===== config.mk =====
export PLATFORM = sky130hd
export DESIGN_NAME = avr_trace_buffer
export DESIGN_NICKNAME = d
export VERILOG_FILES = /design/src/rtl/avr_trace_buffer.sv
export SDC_FILE = /design/constraint.sdc
export NUM_CORES = 1
export LEC_CHECK = 0
export CORE_MARGIN = 2
export CORE_UTILIZATION = 60
export CTS_BUF_LIST = sky130_fd_sc_hd__clkbuf_16
export CTS_CLUSTER_SIZE = 30
export DETAILED_ROUTE_END_ITERATION = 16
export PLACE_DENSITY_LB_ADDON = 0.08
export SYNTH_ARGS = -nofsm -noshare
export SYNTH_HDL_FRONTEND = slang
export SYNTH_SLANG_ARGS = --single-unit

===== constraint.sdc =====
create_clock -name clk -period 8.9 [get_ports clk]
set_clock_uncertainty 0.2 [all_clocks]
set_input_delay 1.78 -clock clk [delete_from_list [all_inputs] [get_ports clk]]
set_output_delay 1.78 -clock clk [all_outputs]
set_load 0.01 [all_outputs]

===== src/rtl/avr_trace_buffer.sv =====
// Execution-trace capture FIFO for the AVR core: samples retired instructions under an
// arm/trigger state machine and drains them through a first-word-fall-through read port.
module avr_trace_buffer #(
    parameter int DATA_W  = 8,
    parameter int PC_W    = 8,
    parameter int INSTR_W = 16,
    parameter int OP_W    = 5,
    parameter int DEPTH   = 16
) (
    input  logic                       clk,
    input  logic                       reset,
    input  logic                       clear,
    input  logic                       arm,
    input  logic                       trig_en,
    input  logic [PC_W-1:0]            trig_pc,
    input  logic                       stop,
    input  logic                       cap_valid,
    input  logic [INSTR_W-1:0]         instruction,
    input  logic [PC_W-1:0]            pc,
    input  logic [DATA_W-1:0]          result,
    input  logic                       cy,
    input  logic                       zy,
    input  logic [OP_W-1:0]            aluop,
    output logic                       rd_valid,
    input  logic                       rd_ready,
    output logic [INSTR_W-1:0]         rd_instruction,
    output logic [PC_W-1:0]            rd_pc,
    output logic [DATA_W-1:0]          rd_result,
    output logic                       rd_cy,
    output logic                       rd_zy,
    output logic [OP_W-1:0]            rd_aluop,
    output logic [$clog2(DEPTH+1)-1:0] count,
    output logic                       overflow,
    output logic [1:0]                 state
);

    localparam int AW = $clog2(DEPTH);
    localparam int CW = $clog2(DEPTH + 1);
    localparam int EW = INSTR_W + PC_W + DATA_W + 2 + OP_W;

    localparam logic [1:0] IDLE    = 2'd0;
    localparam logic [1:0] ARMED   = 2'd1;
    localparam logic [1:0] CAPTURE = 2'd2;
    localparam logic [1:0] DONE    = 2'd3;

    logic [EW-1:0] mem [DEPTH];

    logic [AW-1:0] wr_ptr_reg;
    logic [AW-1:0] rd_ptr_reg;
    logic [AW-1:0] rd_ptr_plus1;
    logic [CW-1:0] count_reg;
    logic [CW-1:0] count_next;
    logic          overflow_reg;
    logic [1:0]    state_reg;
    logic [1:0]    state_next;
    logic [EW-1:0] head_reg;
    logic [EW-1:0] entry_in;

    logic trig_hit;
    logic push_req;
    logic fifo_empty;
    logic fifo_full;
    logic pop;
    logic push;
    logic drop;
    logic arm_accept;

    assign entry_in     = {instruction, pc, result, cy, zy, aluop};
    assign trig_hit     = cap_valid && (pc == trig_pc);
    assign push_req     = ((state_reg == CAPTURE) && cap_valid) ||
                          ((state_reg == ARMED) && trig_hit);
    assign fifo_empty   = (count_reg == '0);
    assign fifo_full    = (count_reg == CW'(DEPTH));
    assign pop          = !fifo_empty && rd_ready;
    // A pop in the same cycle frees the slot, so a full FIFO still accepts the push.
    assign push         = push_req && (!fifo_full || pop);
    assign drop         = push_req && fifo_full && !pop;
    assign arm_accept   = arm && ((state_reg == IDLE) || (state_reg == DONE));
    assign rd_ptr_plus1 = rd_ptr_reg + AW'(1);

    always_comb begin
        state_next = state_reg;
        case (state_reg)
            IDLE, DONE: begin
                if (arm) state_next = trig_en ? ARMED : CAPTURE;
            end
            ARMED: begin
                if (stop)          state_next = DONE;
                else if (trig_hit) state_next = CAPTURE;
            end
            CAPTURE: begin
                if (stop) state_next = DONE;
            end
            default: state_next = IDLE;
        endcase
    end

    always_comb begin
        count_next = count_reg;
        case ({push, pop})
            2'b10:   count_next = count_reg + CW'(1);
            2'b01:   count_next = count_reg - CW'(1);
            default: count_next = count_reg;
        endcase
    end

    always_ff @(posedge clk or posedge reset) begin
        if (reset) begin
            state_reg    <= IDLE;
            wr_ptr_reg   <= '0;
            rd_ptr_reg   <= '0;
            count_reg    <= '0;
            overflow_reg <= 1'b0;
        end else if (clear) begin
            state_reg    <= IDLE;
            wr_ptr_reg   <= '0;
            rd_ptr_reg   <= '0;
            count_reg    <= '0;
            overflow_reg <= 1'b0;
        end else begin
            state_reg <= state_next;
            count_reg <= count_next;
            if (push) wr_ptr_reg <= wr_ptr_reg + AW'(1);
            if (pop)  rd_ptr_reg <= rd_ptr_plus1;
            if (arm_accept)  overflow_reg <= 1'b0;
            else if (drop)   overflow_reg <= 1'b1;
        end
    end

    // Storage has no reset so it can map onto block RAM.
    always_ff @(posedge clk) begin
        if (push && !clear) mem[wr_ptr_reg] <= entry_in;
    end

    // Head register precomputes the next visible entry so the read port falls through
    // with one-cycle latency and holds its value while the FIFO is empty or stalled.
    always_ff @(posedge clk or posedge reset) begin
        if (reset) begin
            head_reg <= '0;
        end else if (!clear) begin
            if (push && (fifo_empty || (pop && count_reg == CW'(1))))
                head_reg <= entry_in;
            else if (pop && count_reg > CW'(1))
                head_reg <= mem[rd_ptr_plus1];
        end
    end

    assign {rd_instruction, rd_pc, rd_result, rd_cy, rd_zy, rd_aluop} = head_reg;
    assign rd_valid = !fifo_empty;
    assign count    = count_reg;
    assign overflow = overflow_reg;
    assign state    = state_reg;

endmodule

==> run_results.csv <==
group,metric,value,unit
route,first_pass_iters,5,
timing,drv_slew,0,
clock_network,holdBufCountCts,0,
timing,tightest_slew,1155,ps
timing,setup_violations,0,
floorplanning,start_util,60.67,%
route,drtIter0Drc,1165,
timing,tns,0,ps
floorplanning,io_pins,103,
final_layout,largest_reg_flops,624,
global_route,grt_util_met3,3.749,%
critical_path,critPathLaunchType,"input port",
synth,synthTopCellsByArea,"edfxtp_1, mux4_2, mux4_1",
final_layout,antenna_cells,0,
timing,hold_viol,0,
timing,fmax,0.1806,GHz
power_and_ir_drop,p_per_area,277.7,mW/mm²
worst_hold_path,hold_path.class,"flip-flop to flip-flop",
critical_path,critPathRequiredTime,8940,ps
clock_network,cts.reportedPaths.clkPinSlew,60,ps
critical_path,worst-setup-path-type,"input port to flip-flop",
synth,synthArstFlopShare,8.100,%
placement,dp_hpwl,28000,µm
timing,period_share,62.23,%
clock_network,clkLatencyLatePin,590,ps
synth,synth-seq-cells,679,
route,post_drt_wl_per_cell,27.90,µm
synth,synth_top_cell_by_area,"edfxtp_1",
critical_path,worst_path_largest_cell_delay,770,ps
global_route,grt_max_degree,62,
route,drc_errors,0,
global_route,antenna_found_initial,0,
job,maxCapViolations,0,
global_route,grt_use_met2,40.63,%
clock_network,cts_buffers,69,
final_layout,layout_commonest_cell,"edfxtp_1",
outcome,status,"finished, final reports clean",
clock_network,post_cts_buffers,0,
synth,ys_warn_count,0,
floorplanning,rows,77,
floorplanning,core,0.04422,mm²
timing,fin_crit,5539,ps
synth,synth_nets,1215,
timing,rsz0062_at_grt,"false",
final_layout,nNetsFinal,1356,
synth,synth_edf_count,624,
floorplanning,die_height,215.5,µm
final_layout,area_growth,14.11,%
placement,gp_congestion,0.7335,
clock_network,clock_sinks,679,
clock_network,clock_path_buffers,3,
clock_network,cts-htree-levels,3,
global_route,gr-total-overflow,0,
synth,syn-instance-count,1149,
global_route,track_usage,24.36,%
critical_path,crit_chain,"clkdlybuf4s50_1 -> xnor2_1 -> nand2_1 -> nor4_2 -> o211ai_1 -> nor2b_4 -> buf_4",
route,detail-route-antenna-nets,0,
global_route,grt_pass1_wl,82760,µm
synth,ys_seq_area_share,74.97,%
synth,syn_area_per_cell,23.35,µm²
critical_path,cp.arrival,5580,ps
final_layout,fill_cells,2672,
final_layout,fin_util,69.23,%
power_and_ir_drop,p_leak,9.900,nW
synth,synth_area,0.02683,mm²
timing,maxSlewHeadroom,23.01,%
critical_path,cp_slowest_cell,"nor2b_4",
synth,synth_top_area_share,69.84,%
route,avgViaCountPerCell,6.336,
route,dr_total_vias,12270,
global_route,grtUsageMet1,34.42,%
global_route,grt.busiest_layer,"met2",
floorplanning,fp.dieW,215.5,µm
final_layout,final_cells,1936,
critical_path,crit_path_end_kind,"flip-flop",
placement,io_buffers,102,
floorplanning,die_area,0.04643,mm²
final_layout,drive_gt1_share,22.62,%
global_route,grt_pass1_vias,13030,
placement,dp.cells,1811,
power_and_ir_drop,ir_worst_vdd,0.1896,mV
clock_network,cts.repair.resized,0,
route,totalWireLength,54020,µm
critical_path,crit_fanout,20,
clock_network,cts_tree,"done",
clock_network,clock-root-buffer,"clkbuf_16",
final_layout,layout_common_cells,"edfxtp_1, mux4_2, clkdlybuf4s50_1",
synth,yosys_most_used_dff,"edfxtp_1",
synth,synth_cell_types,49,
[worst max-delay path: cells and delay by family]
| family | cells | cell delay, ps |
|---|---|---|
| buffers and inverters | 2 | 1230 |
| AND/OR/NAND/NOR | 3 | 1610 |
| XOR/XNOR | 1 | 430 |
| AO/OA/AOI/OAI | 1 | 500 |
[synth_stat cells, drive strengths merged, types with 8 or more instances]
cell    number
and3        12
buf         33
clkbuf      27
dfrtp       55
edfxtp     624
ha          11
inv          9
mux4       195
nand2        8
nand2b      44
nor2        14
nor2b        8
o221a       39
xnor2       11
[area by class of cell]
type / count / area (µm²) / area share, %
multi-input cells: 401 / 6362 / 20.78
flip-flops and latches: 679 / 20120 / 65.71
clock buffers: 71 / 1777 / 5.803
clock inverters: 54 / 352.8 / 1.152
repair buffers: 130 / 1231 / 4.021
inverters: 9 / 33.78 / 0.1103
well taps: 592 / 740.7 / 2.419
[report_power, final]
group	total, mW	internal [mW]	switching [mW]
registers	3.76	3.62	0.136
logic	2.03	1.14	0.890
clock network	2.71	1.56	1.15
total	8.50	6.33	2.17
[kinds of logic (layout without fill, tap and decap cells)]
kind of cell             Yosys count  in the layout  share of synthesized area, %
AO/OA/AOI/OAI                     63             63                         2.196
XOR/XNOR                          14             14                        0.4570
adder cells (fa/ha/maj)           11             11                        0.5130
buffers and inverters             69            264                         1.730
flip-flops                       679            679                         74.97
multiplexers                     202            202                         17.74
AND/OR/NAND/NOR                  111            111                         2.397
[path summary, 6_finish.rpt]
kind / end / slack (ps) / from / depth (start not counted)
min in group asynchronous: head_reg[9]$_DFFE_PP0P_ / 1580 / reset / 3
worst max register to register: head_reg[20]$_DFFE_PP0P_ / 4640 / rd_ptr_reg[0]$_DFFE_PP0P_ / 6
worst min register to register: overflow$_DFFE_PP0P_ / 300 / overflow$_DFFE_PP0P_ / 1
worst max-delay path: mem[15][10]$_DFFE_PP_ / 3360 / pc[7] / 7
worst min-delay path: overflow$_DFFE_PP0P_ / 300 / overflow$_DFFE_PP0P_ / 1
max in group asynchronous: rd_ptr_reg[0]$_DFFE_PP0P_ / 6240 / reset / 3
[stage by stage]
step / cell area (µm²) / worst slack (ps) / power [mW] / hold WS (ps)
floorplan: 26830 / 3806 / 5.274 / 322.8
global placement: 28490 / 2862 / 5.864 / 272.8
detailed placement: 28490 / 2768 / 5.874 / 280.3
CTS: 30620 / 3406 / 8.587 / 306.0
global route: 30620 / 3116 / 8.849 / 314.4
finish: 30620 / 3361 / 8.501 / 303.5
[layer usage]
layer,wire length (µm),vias up
met5,0,-
met4,924,0
met3,3077,70
met2,27450,380
met1,22570,6564
li1,-,5253
No activity file was read; power rests on OpenSTA's default activity.
